[config.mk]
export PLATFORM = sky130hd
export DESIGN_NAME = load_store_unit
export DESIGN_NICKNAME = d
export VERILOG_FILES = /design/src/rtl/load_store_unit.sv
export SDC_FILE = /design/constraint.sdc
export NUM_CORES = 1
export LEC_CHECK = 0
export CAP_MARGIN = 30
export CORE_MARGIN = 5
export CORE_UTILIZATION = 49
export CTS_CLUSTER_SIZE = 8
export DETAILED_ROUTE_END_ITERATION = 10
export GPL_ROUTABILITY_DRIVEN = 0
export PLACE_DENSITY = 0.86
export RECOVER_POWER = 50
export REMOVE_ABC_BUFFERS = 1
export SKIP_CTS_REPAIR_TIMING = 1
export SYNTH_ARGS = -nofsm -noshare
export SYNTH_HDL_FRONTEND = slang
export SYNTH_SLANG_ARGS = --single-unit
[constraint.sdc]
create_clock -name clk -period 5 [get_ports clk]
set_input_delay 1 -clock clk [delete_from_list [all_inputs] [get_ports clk]]
set_output_delay 1 -clock clk [all_outputs]
set_load 0.005 [all_outputs]
[src/rtl/load_store_unit.sv]
// ---------------------------------------------------------------------------
// load_store_unit
//
// Memory stage of an RV32I pipeline. Takes the execute-stage ALU result as an
// effective address and performs one load or store per request on the data
// memory bus. It handles byte/halfword lane placement, store strobes, load
// sign/zero extension, misaligned/illegal detection and a bus timeout.
//
// Ports
//   clk, rst_n          rising-edge clock, asynchronous active-low reset
//   req_valid/req_ready execute-side handshake (ready only when idle)
//   req_write           1 = store, 0 = load
//   req_funct3          RV32I funct3 of the memory op
//   req_addr            effective address
//   req_wdata           store data (rs2)
//   mem_valid/mem_ready data-memory request / completion
//   mem_write           bus write enable
//   mem_addr            word-aligned bus address
//   mem_wdata           lane-replicated store data
//   mem_wstrb           byte strobes (0 on loads)
//   mem_rdata           read word, valid with mem_ready
//   resp_valid          one-cycle result pulse to writeback
//   resp_rdata          extended load data (0 for stores and errors)
//   resp_error          00 ok, 01 misaligned, 10 timeout, 11 illegal funct3
// ---------------------------------------------------------------------------
module load_store_unit #(
  parameter int unsigned TIMEOUT = 255
) (
  input  logic        clk,
  input  logic        rst_n,
  input  logic        req_valid,
  output logic        req_ready,
  input  logic        req_write,
  input  logic [2:0]  req_funct3,
  input  logic [31:0] req_addr,
  input  logic [31:0] req_wdata,
  output logic        mem_valid,
  output logic        mem_write,
  output logic [31:0] mem_addr,
  output logic [31:0] mem_wdata,
  output logic [3:0]  mem_wstrb,
  input  logic        mem_ready,
  input  logic [31:0] mem_rdata,
  output logic        resp_valid,
  output logic [31:0] resp_rdata,
  output logic [1:0]  resp_error
);

  localparam logic [1:0] S_IDLE = 2'd0;
  localparam logic [1:0] S_MEM  = 2'd1;
  localparam logic [1:0] S_RESP = 2'd2;

  localparam logic [1:0] E_OK      = 2'b00;
  localparam logic [1:0] E_MISALGN = 2'b01;
  localparam logic [1:0] E_TIMEOUT = 2'b10;
  localparam logic [1:0] E_ILLEGAL = 2'b11;

  localparam logic [15:0] TO_LAST = 16'(TIMEOUT - 1);

  logic [1:0]  r_state;
  logic [15:0] r_cnt;
  logic [2:0]  r_funct3;
  logic [1:0]  r_off;
  logic        r_mem_valid;
  logic        r_mem_write;
  logic [31:0] r_mem_addr;
  logic [31:0] r_mem_wdata;
  logic [3:0]  r_mem_wstrb;
  logic        r_resp_valid;
  logic [31:0] r_resp_rdata;
  logic [1:0]  r_resp_error;

  logic        w_illegal;
  logic        w_misaligned;

  // Loads accept 000/001/010/100/101; stores accept only 000/001/010.
  function automatic logic f_illegal(input logic wr, input logic [2:0] f3);
    if (wr) return (f3 >= 3'b011);
    return (f3 == 3'b011) || (f3 == 3'b110) || (f3 == 3'b111);
  endfunction

  // f3[1:0] encodes size for both loads and stores: 00 byte, 01 half, 10 word.
  function automatic logic f_misaligned(input logic [2:0] f3, input logic [1:0] off);
    case (f3[1:0])
      2'b01:   return off[0];
      2'b10:   return (off != 2'b00);
      default: return 1'b0;
    endcase
  endfunction

  function automatic logic [3:0] f_wstrb(input logic [2:0] f3, input logic [1:0] off);
    case (f3[1:0])
      2'b00:   return 4'b0001 << off;
      2'b01:   return 4'b0011 << off;
      default: return 4'b1111;
    endcase
  endfunction

  // Replicating the data across lanes lets the strobe alone select the target.
  function automatic logic [31:0] f_wdata(input logic [2:0] f3, input logic [31:0] d);
    case (f3[1:0])
      2'b00:   return {4{d[7:0]}};
      2'b01:   return {2{d[15:0]}};
      default: return d;
    endcase
  endfunction

  function automatic logic [31:0] f_load(input logic [2:0] f3, input logic [1:0] off,
                                         input logic [31:0] rd);
    logic [7:0]  b;
    logic [15:0] h;
    b = rd[{off, 3'b000} +: 8];
    h = rd[{off[1], 4'b0000} +: 16];
    case (f3)
      3'b000:  return {{24{b[7]}}, b};
      3'b001:  return {{16{h[15]}}, h};
      3'b100:  return {24'b0, b};
      3'b101:  return {16'b0, h};
      default: return rd;
    endcase
  endfunction

  assign w_illegal    = f_illegal(req_write, req_funct3);
  assign w_misaligned = f_misaligned(req_funct3, req_addr[1:0]);

  // Combinational so that it reads 1 while reset holds the FSM in IDLE.
  assign req_ready = (r_state == S_IDLE);

  always_ff @(posedge clk or negedge rst_n) begin
    if (!rst_n) begin
      r_state      <= S_IDLE;
      r_cnt        <= '0;
      r_funct3     <= '0;
      r_off        <= '0;
      r_mem_valid  <= 1'b0;
      r_mem_write  <= 1'b0;
      r_mem_addr   <= '0;
      r_mem_wdata  <= '0;
      r_mem_wstrb  <= '0;
      r_resp_valid <= 1'b0;
      r_resp_rdata <= '0;
      r_resp_error <= E_OK;
    end else begin
      case (r_state)
        S_IDLE: begin
          if (req_valid) begin
            r_funct3 <= req_funct3;
            r_off    <= req_addr[1:0];
            if (w_illegal) begin
              r_state      <= S_RESP;
              r_resp_valid <= 1'b1;
              r_resp_rdata <= '0;
              r_resp_error <= E_ILLEGAL;
            end else if (w_misaligned) begin
              r_state      <= S_RESP;
              r_resp_valid <= 1'b1;
              r_resp_rdata <= '0;
              r_resp_error <= E_MISALGN;
            end else begin
              r_state     <= S_MEM;
              r_mem_valid <= 1'b1;
              r_mem_write <= req_write;
              r_mem_addr  <= {req_addr[31:2], 2'b00};
              r_mem_wdata <= req_write ? f_wdata(req_funct3, req_wdata) : '0;
              r_mem_wstrb <= req_write ? f_wstrb(req_funct3, req_addr[1:0]) : 4'b0000;
            end
          end
        end
        S_MEM: begin
          // Completion is checked first so a ready in the final cycle wins.
          if (mem_ready) begin
            r_state      <= S_RESP;
            r_mem_valid  <= 1'b0;
            r_resp_valid <= 1'b1;
            r_resp_rdata <= r_mem_write ? '0 : f_load(r_funct3, r_off, mem_rdata);
            r_resp_error <= E_OK;
          end else if (r_cnt == TO_LAST) begin
            r_state      <= S_RESP;
            r_mem_valid  <= 1'b0;
            r_resp_valid <= 1'b1;
            r_resp_rdata <= '0;
            r_resp_error <= E_TIMEOUT;
          end else begin
            r_cnt <= r_cnt + 16'd1;
          end
        end
        S_RESP: begin
          r_state      <= S_IDLE;
          r_resp_valid <= 1'b0;
          r_cnt        <= '0;
        end
        default: begin
          r_state <= S_IDLE;
        end
      endcase
    end
  end

  assign mem_valid  = r_mem_valid;
  assign mem_write  = r_mem_write;
  assign mem_addr   = r_mem_addr;
  assign mem_wdata  = r_mem_wdata;
  assign mem_wstrb  = r_mem_wstrb;
  assign resp_valid = r_resp_valid;
  assign resp_rdata = r_resp_rdata;
  assign resp_error = r_resp_error;

endmodule

; After elaboration in Yosys (flattened, before gate mapping)
; Index checks and enable logic that the tools add are counted.
[word_totals]
ff_bits = 126
[classes]
n_addsub = 1
n_lt_le_gt_ge = 1
n_eq_ne = 18
shifts = 4
mux = 42
bitwise_logic = 2
reduce_logical = 16
[ops]
columns = op, n
row1 = 2-to-1 mux 32 bit, 7
row2 = one-hot mux 32 bit (2 select lines), 2
row3 = one-hot mux 32 bit (4 select lines), 1
row4 = 2-to-1 mux 16 bit, 2
row5 = one-hot mux 16 bit (2 select lines), 1
row6 = variable part select 32 x 6 -> 16 bit, 1
row7 = variable part select 32 x 6 -> 8 bit, 1
row8 = 2-to-1 mux 2 bit, 9
row9 = "adder 16 x 1 -> 16 bit, second input constant", 1
row10 = "== test 16 x 8 -> 1 bit, second input constant", 1
row11 = 2-to-1 mux 1 bit, 13
row12 = "== test 3 bit, second input constant", 4
row13 = AND reduction 4 bit, 3
row14 = "!= test 2 bit, second input constant", 5
row15 = one-hot mux 2 bit (2 select lines), 2
row16 = one-hot mux 4 bit (2 select lines), 1
row17 = nonzero test 2 bit, 3
row18 = AND reduction 5 bit, 1
row19 = "== test 2 x 1 -> 1 bit, second input constant", 2
row20 = "== test 2 bit, second input constant", 2
row21 = logical NOT 2 bit, 2
row22 = 2-to-1 mux 4 bit, 1
row23 = one-hot mux 1 bit (2 select lines), 2
row24 = AND reduction 2 bit, 2
row25 = 13 further kinds, 15

; Logic depth before layout (Yosys ltp)
; Gate-level depths: netlist of run 1.
[logic_depth]
word_depth = 7
depth_mapped = 10

; Worst setup path before layout of run 1
; OpenSTA, ideal clock, no wires.
[synth_timing]
path_type = input to register
from = input port req_funct3[1]
to = register r_resp_error[1], in the netlist resp_error[1]
setup_ns = 0.125
arrival_time_ns = 2.453
setup_slack_ns = 2.422
path_stages = 8
cell_sequence = inv_1 ha_1 and2_1 o21ai_1 a21oi_1 o22ai_4 clkinv_1 mux2_2
[synth_between]
elab_chain_len = 7
[synth_lines]
columns = item, line_no
row1 = start: declaration, 34  ; input logic [2:0] req_funct3,
row2 = "parallel branches: the longest is 7 deep, another holds >= comparator 3 x 2 -> 1 bit", -
row3 = end signal: assignment, 142  ; r_resp_error <= E_OK;
row4 = end signal: assignment, 153  ; r_resp_error <= E_ILLEGAL;
row5 = end signal: assignment, 158  ; r_resp_error <= E_MISALGN;
row6 = end: declaration, 71  ; logic [1:0] r_resp_error;
; Parallel ways; which one is timed is not known. The select of a mux whose other input is x is not followed.
; A chain may end at the register's enable or synchronous reset.

; Final worst setup path of run 1
[layout_timing]
from = input port req_funct3[1]
to = register r_mem_addr[3], in the netlist mem_addr[3]
[layout_between]
elab_chain_len = 6
[layout_lines]
columns = item, line_no
row1 = "parallel branches: the longest is 5 deep, another holds >= comparator 3 x 2 -> 1 bit", -
row2 = AND reduction 4 bit (no source line) *, -
row3 = end signal: assignment, 163  ; r_mem_addr <= {req_addr[31:2], 2'b00};
row4 = end: declaration, 66  ; logic [31:0] r_mem_addr;
; Every way passes the cells marked *. The select of a mux whose other input is x is not followed.

==> metrics.yaml, run 1 <==
multi_input_area_um2: 2560
worstSkewPairLatency_ns: 0.42
critPathMaxFanout: 39
finalHoldViolCount: 0
syn_to_final_growth_pct: 45.3
cellLeakagePower_uw: 0.00413
ioPinCount: 210
synth.area.mux_share_pct: 4.31
setup_tns_ns: 0
async_flop_share_pct: 100
worst_slew_pin_slew_ns: 2.43
synth-compound-area-share_pct: 13.9
r2r_setup_slack_ns: 2.42
synthAdderAreaFrac_pct: 1.25
yosys.area.top_type: "dfrtp_1"
register_area_um2: 3150
slew_headroom_pct: -62.3
htree_levels: 4
cts_sinks: 126
crit_type: "in -> reg"
clkTransAtPathRegs_ns: 0.06
p_per_area_nw_per_um2: 507
fillers: 851
ys_warn_count: 0
routed_wl_um: 19400
synth.top_cells.by_area: "dfrtp_1, nand2_1, mux2_2"
rsz0062_at_grt: "false"
critPathLaunchType: "primary input"
die_w_um: 121
synth-simple-area-share_pct: 22.3
routed_via_density: 5.77
drc: 0
yosysTopAreaCellShare_pct: 52.5
core-area_um2: 12000
rows: 40
port_buffers: 207
status: "complete, but fails checks"
dp_hpwl_um: 13500
drive_gt1_share_pct: 8.16
nNetsFinal: 943
wl_per_cell_um: 19.5
ant_nets: 0
yosys-top-cells-count: "nand2_1, dfrtp_1, nand3_1, nor2_1, clkbuf_1"
max_freq_mhz: 284
cp_data_required_time_ns: 5.30
cts_buffers: 17
critical_path_arrival_ns: 3.82
ir_worst_vdd_mv: 0.294
first_pass_iters: 6
antenna_found_initial: 1
grt_max_degree: 46
fin_area_um2: 8720
dieArea_um2: 14600
min_period_ns: 3.52
dr.first_iter.drc_count: 495
synth-edff-count: 0
yosys.area_share.xor_xnor_pct: 1.02
yosysSeqAreaShare_pct: 52.5
grt_pass1_wl_um: 31400
first_global_vias: 6067
final-setup-viol-count: 0
overflow: 0
post-route-period-util_pct: 70.3
synth_flop_cell: "dfrtp_1"
initial_core_util_pct: 50.0
netlist_area_um2: 6000
clk_path_buf_depth: 2
worst_setup_path_end_kind: "flip-flop"
syn_avg_cell_area_um2: 9.37
place_area_um2: 8140
ys_types: 54
grtUsageTotal_pct: 27.3
root_buffer: "clkbuf_16"
worstHoldPathType: "reg -> reg"
vias: 5739
die_h_um: 121
failed_checks: "max-capacitance violations, max-slew violations"
ys_ff_latch: 126
cts_tree: "built"
skew_ns: 0.00666
synthCells: 641
maxSlewViolCount: 46
synth.most_common_cell: "nand2_1"
maxCapViolCount: 1
synth_top_family_by_area: "simple AND/OR/NAND/NOR gates"
[path summary, 6_finish.rpt]
check	endpoint	startpoint	depth (start not counted)
max in group asynchronous	mem_wstrb[3]	rst_n	2
hold reg to reg	mem_wdata[8]	mem_wdata[8]	2
hold / removal	mem_wdata[8]	mem_wdata[8]	2
setup reg to reg	mem_addr[3]	r_state[1]	6
setup / recovery	mem_addr[3]	req_funct3[1]	9
min in group asynchronous	resp_rdata[4]	rst_n	1
[final cells by class]
type / instances / share of cell area [%]
Antenna cell: 1 / 0.0287
Clock buffer: 21 / 5.39
Clock inverter: 11 / 1.59
Inverter: 21 / 0.904
Multi-Input combinational cell: 452 / 29.4
Sequential cell: 126 / 36.1
Tap cell: 147 / 2.11
Timing Repair Buffer: 215 / 24.5
[placed cells by master (no fill, tap or decap), types with 15 or more instances in the layout]
cell type,netlist,routed
dfrtp_1,126,126
mux2_2,21,21
nand3_1,40,39
o21ai_0,22,22
dlygate4sd3_1,0,42
clkdlybuf4s50_1,0,164
a221o_1,16,16
inv_1,20,20
clkbuf_16,0,17
nand2_1,201,201
nand2b_1,15,15
nor2_1,25,26
[metrics by stage]
stage	power, µW	setup WS (ns)	util, %	hold slack (ns)	cells
6_report	4420	1.48	72.6	0.463	994
5_1_grt	4670	0.947	72.6	0.497	994
4_1_cts	4500	1.55	72.8	0.468	993
3_5_place_dp	3180	1.13	67.8	0.455	961
3_3_place_gp	3130	1.28	67.8	0.453	961
2_1_floorplan	2150	1.52	-	0.463	599
[cells by family after synthesis]
group,count (synthesis)
simple gates,306
buf+inv,64
compound gates,109
fa+ha+maj,6
other cells,1
flops,126
mux,22
xor+xnor,7
[registers in the layout, indices dropped and copies added, names as in the netlist]
| name | flops |
|---|---|
| mem_addr | 30 |
| mem_valid | 1 |
| mem_wdata | 32 |
| mem_write | 1 |
| mem_wstrb | 4 |
| r_cnt | 16 |
| r_funct3 | 3 |
| r_off | 2 |
| r_state | 2 |
| resp_error | 2 |
| resp_rdata | 32 |
| resp_valid | 1 |
[layer usage]
layer / wire [µm] / share of wire [%] / track usage [%] / up-vias
met3: 2020 / 10 / 10.7 / 36
met4: 370 / 1.9 / 10.3 / 0
met2: 9610 / 50 / 45.4 / 317
li1: - / - / - / 2583
met1: 7390 / 38 / 32.0 / 2803
met5: 0 / 0 / 0 / -
[where the power goes]
group / internal [µW] / leakage (µW) / switching [µW] / total, µW
sequential: 1360 / 0.00165 / 296 / 1660
combinational: 832 / 0.00218 / 655 / 1490
clock: 819 / 0.000299 / 456 / 1280
total: 3010 / 0.00413 / 1410 / 4420
[critical path, stage by stage]
cell and delay [ns]:
clkdlybuf4s50_1 0.56, inv_1 0.10, ha_1 0.35, and2_1 0.25, o21ai_1 0.24, nand3_2 0.68, buf_12 0.44, nand2_1 0.10
nand2_1 0.06
(Power assumes the default switching activity.)
==> run 2: changes to the inputs <==
CORE_UTILIZATION = 41   (was 49)
PLACE_DENSITY = 0.77   (was 0.86)
clock period = 3.05 ns   (was 5 ns; I/O delays follow)
==> run 2 against run 1 <==
The flow still finishes with violations (max-capacitance violations, max-slew violations). Global-route usage shrank 6.3 points. Worst setup slack worse by 1.1 ns. Sequential cell count did not move. Sequential share of layout area fell by 0.49 points. Combinational power is 61% higher. Critical endpoint is now r_cnt[15]. Largest cell class unchanged.
==> metrics.yaml, run 2 (synthesized netlist as in run 1, its figures left out) <==
finalHoldViolCount: 0  # unchanged
cpMaxStageDelayCell: "nor3_1"
core-area_um2: 14400  # +20%
p_per_area_nw_per_um2: 809  # +60%
worstHoldPathType: "reg -> reg"
max_freq_mhz: 371
p_seq_share_pct: 37.2  # -0.3 points
root_buffer: "clkbuf_16"
p_sw_uw: 2220  # +58%
final-setup-viol-count: 0  # unchanged
drc: 0  # unchanged
rows: 44  # +10%
worst_slew_pin_slew_ns: 1.59  # -0.847 ns
clkTransAtPathRegs_ns: 0.06  # about the same
worst_setup_path_end_kind: "flip-flop"
antenna_found_initial: 0  # -1
p_comb_share_pct: 33.6  # about the same
maxCapViolCount: 1  # unchanged
drive_gt1_share_pct: 9.14  # +0.99 points
internal-power_uw: 4940  # +64%
dp_hpwl_um: 12500  # -7.6%
path_delay_family: "simple AND/OR/NAND/NOR gates"
critical_path.max_stage_delay_ns: 0.62  # -0.06 ns
post-route-period-util_pct: 88.3
cp_data_required_time_ns: 3.40  # -1.90 ns
clk_path_buf_depth: 2  # unchanged
final-instance-count-excl-fill: 1037  # +4.3%
grtUsageTotal_pct: 21.0  # -6.3 points
htree_levels: 4  # unchanged
skew_ns: 0.00748  # +0.000822 ns
slew_headroom_pct: -5.79  # +56 points
grt_max_degree: 65  # +41%
min_period_ns: 2.69
ir_worst_vdd_mv: 0.427  # +45%
final_cell_mix: "nand2_1, clkdlybuf4s50_1, dfrtp_1"
maxSlewViolCount: 62  # +35%
port_buffers: 207  # unchanged
path_cells: "dlygate4sd3_1, or3b_1, nor3_1, nand4_4, or4_1, nand2_1"
cts_sinks: 126  # unchanged
fin_util_pct: 61.3  # -11 points
initial_core_util_pct: 41.6  # -8.4 points
first_global_vias: 5283  # -13%
overflow: 0  # unchanged
layout_commonest_cell: "nand2_1"
swShare_pct: 31.0  # -0.81 points
wl_per_cell_um: 17.1  # -12%
diodes: 0  # -1
syn_to_final_growth_pct: 47.3
ioPinCount: 210  # unchanged
dp_cells: 1005  # +4.6%
failed_checks: "max-capacitance violations, max-slew violations"
critical_path_buf_inv_count: 1  # -2
status: "complete, but fails checks"
first_pass_iters: 4  # -2
nNetsFinal: 950  # +0.74%
routed_via_density: 5.20  # -9.9%
grt_pass1_wl_um: 27800  # -11%
critical_path_arrival_ns: 3.05  # -0.77 ns
worstSkewPairLatency_ns: 0.42  # about the same
routed_wl_um: 17700  # -8.5%
dieArea_um2: 17200  # +18%
vias: 5397  # -6.0%
pwr-share-clk_pct: 29.3  # +0.5 points
critPathMaxFanout: 7  # -82%
critPathLaunchType: "primary input"
cellLeakagePower_uw: 0.00416  # +0.70%
cts_buffers: 17  # unchanged
die_w_um: 131  # +8.5%
dr.first_iter.drc_count: 372  # -25%
rsz0062_at_grt: "false"
ant_nets: 0  # unchanged
cts_tree: "built"
crit_type: "in -> reg"
die_h_um: 131  # +8.5%
## run 2: through the flow
step / cell area (µm²) / hold WS [ns] / TNS [ns] / total power [µW] / worst slack, ns
floorplan: 5810 / 0.314 / -0.146 / 3530 / -0.0364
global placement: 8260 / 0.448 / 0 / 5150 / 0.236
detailed placement: 8260 / 0.455 / 0 / 5200 / 0.103
CTS: 8870 / 0.196 / 0 / 7330 / 0.550
global route: 8840 / 0.480 / 0 / 7620 / 0.251
finish: 8840 / 0.458 / 0 / 7160 / 0.357
## run 2: layout make-up
cell class	instances	area, µm²
clock buffer	19	453
sequential	126	3150
inverter	21	78.8
multi-input combinational	452	2560
timing repair buffer	222	2200
clock inverter	13	164
fill	1214	5580
tap	184	230
## run 2: worst paths after layout
check                               from       endpoint  slack (ns)  depth (start not counted)
min in group asynchronous          rst_n      r_cnt[13]        0.59                          1
max in group asynchronous          rst_n   mem_wdata[3]        1.13                          2
min reg2reg                mem_wdata[11]  mem_wdata[11]        0.46                          2
max                            mem_ready      r_cnt[15]        0.36                          6
max reg2reg                   r_state[1]      r_cnt[15]        0.63                          5
min                        mem_wdata[11]  mem_wdata[11]        0.46                          2
## run 2: tightest hold or removal path, cell delays in order (launching register included)
cell     delay, ns
dfrtp_1       0.33
nand2_1       0.05
nand2_1       0.05
## run 2: per-layer routing
metal | global-route usage, % | wire length [µm]
met5 | 0 | 0
met4 | 7.02 | 265
met3 | 9.76 | 2000
met2 | 32.0 | 8250
met1 | 26.6 | 7220
## run 2: power by group through the flow
stage | Clock (µW) | Sequential (µW) | Combinational, µW
final | 2090 | 2660 | 2400
after global routing | 2220 | 2740 | 2660
after CTS | 2140 | 2670 | 2530
after detailed placement | 0 | 2680 | 2520
after global placement | 0 | 2670 | 2480
after floorplan | 0 | 2670 | 865
==> RTL change: new RTL, settings of run 2 <==
Put one more register stage on the output `resp_error`, with the module's reset. The value now appears one clock later. The other outputs are not delayed to match.
--- a/src/rtl/load_store_unit.sv
+++ b/src/rtl/load_store_unit.sv
@@ -203,7 +203,13 @@
   assign mem_wstrb  = r_mem_wstrb;
   assign resp_valid = r_resp_valid;
   assign resp_rdata = r_resp_rdata;
-  assign resp_error = r_resp_error;
+  always_ff @(posedge clk or negedge rst_n) begin
+    if (!rst_n) begin
+      resp_error <= '0;
+    end else begin
+      resp_error <= r_resp_error;
+    end
+  end
 
 endmodule
 
Function: changed (Yosys sat finds a counterexample within 4 cycles, from zero or initial values and one cycle with rst_n low).
==> RTL change against run 2 <==
The flow still finishes with violations (max-capacitance violations, max-slew violations); worst setup slack improved by 0.21 ns; fmax rose by 8.4%; wire length fell by 4.4%; register-to-register slack improved by 0.03 ns; synthesized area rose by 4.0%; die area rose by 3.7%; critical path depth rose by 2; sequential power rose by 3%; power rose by 3.7%; sequential cell count rose by 2; synthesized cell count fell by 5.9%; cell area rose by 2.9%; cell count fell by 2.5%; largest cell class unchanged.
==> RTL change: results (changes against run 2) <==
Peak VDD IR 0.445 mV (+4.1%); post-DP HPWL 12400 um (-1.1%); Worst Path Arrival 2.78 ns (-0.27 ns); worst-path fanout max 72 (+65); flop2flop setup slack 0.66 ns (+0.03 ns); Yosys cell types 55 (+1.9%); Relative slew margins -14.0% (-8.2 points); failing checks max-capacitance violations, max-slew violations; Post-synth top cells dfrtp_1, nor2_1, mux2_2, inv_1, nand2_1; worst hold path class reg2reg; via count 5223 (-3.2%); fraction of layout cells with a size suffix above 1 13.4% (+4.2 points); Setup Skew 0.00618 ns (-0.00131 ns); pre-CTS setup slack 0.150 ns (+0.0470 ns); WL per Instance 16.8 um (-2.0%); status complete, but fails checks; TritonRoute pass-1 iters 4 (unchanged); Root Buffer Master clkbuf_16; Post-DP Area 8510 um^2 (+3.0%); FILL cells 1263 (+4.0%); worst setup margin 0.565 ns (+0.208 ns); register area share after synthesis 51.3% (-1.2 points); port bufs 207 (unchanged); Slew Viols, Final 67 (+8.1%); Avg Synthesized Cell Area 10.4 um^2 (+11%); WL final 17000 um (-4.4%); gr usage total 18.9% (-2.1 points); smallest hold slack 0.379 ns (-0.0790 ns); global-route wire length before repair 27100 um (-2.7%); Ys Warns 0 (unchanged); Num CTS Buffers 17 (unchanged); P_leak 4.10 nW (-1.6%); ANT cells 0 (unchanged); Async S/R FF share, synth 100% (unchanged); Final nets 920 (-3.2%); largest net degree at the start of global routing 73 (+12%); Synth area leaders dfrtp_1, mux2_2, a22o_1, nor2_1, o21ai_0; Max-Cap Viols 1 (unchanged); Inst Count DP 979 (-2.6%); DR iter-0 viols 295 (-21%); Reg clk slew, reported paths 0.06 ns (about the same)
[RTL change: cells by family (layout without fill, tap and decap cells)]
group	Yosys count	count (layout)	synth area share, %
buffers and inverters	86	305	6.41
DFF	128	128	51.3
adders and majority gates	6	6	1.20
AOI/OAI and AO/OA	126	126	14.0
muxes	61	61	10.8
xor gates and xnor gates	10	10	1.40
and+or+nand+nor	185	185	14.8
other	1	2	0.0601
[RTL change: critical path, cell delays in order]
cell and delay, ns:
clkdlybuf4s50_1 0.55, inv_1 0.09, ha_1 0.21, a21oi_1 0.14, o21bai_1 0.15, nor3b_4 0.28
buf_12 0.33, mux2_2 0.38
[RTL change: where the power goes]
part           switching, mW  internal, mW
Combinational          0.969          1.56
Sequential             0.443          2.30
Clock                  0.735          1.41
Total                   2.15          5.27
[RTL change: path summary, 6_finish.rpt]
check,endpoint,start,depth (start not counted)
setup / recovery,mem_wdata[31],req_funct3[0],8
hold / removal,resp_error[0],r_resp_error[0],0
setup reg to reg,resp_rdata[30],r_cnt[0],8
hold reg to reg,resp_error[0],r_resp_error[0],0
max in group asynchronous,mem_addr[31],rst_n,2
min in group asynchronous,resp_rdata[16],rst_n,1
[RTL change: per-layer routing]
layer	vias to the layer above	share of wire (%)	wire, um	global-route usage [%]
li1	2516	-	-	-
met1	2547	44	7400	24.3
met3	22	4.7	794	4.04
met5	-	0	0	0
met2	138	50	8450	31.9
met4	0	1.9	314	6.51
[RTL change: final cells by class]
| cell class | instances | area [um^2] | share of cell area, % |
|---|---|---|---|
| clock buffers | 23 | 508 | 5.58 |
| clock inverters | 9 | 128 | 1.40 |
| well taps | 188 | 235 | 2.58 |
| multi-input cells | 390 | 2620 | 28.8 |
| flip-flops and latches | 128 | 3200 | 35.2 |
| inverters | 49 | 184 | 2.02 |
| repair buffers | 224 | 2230 | 24.5 |
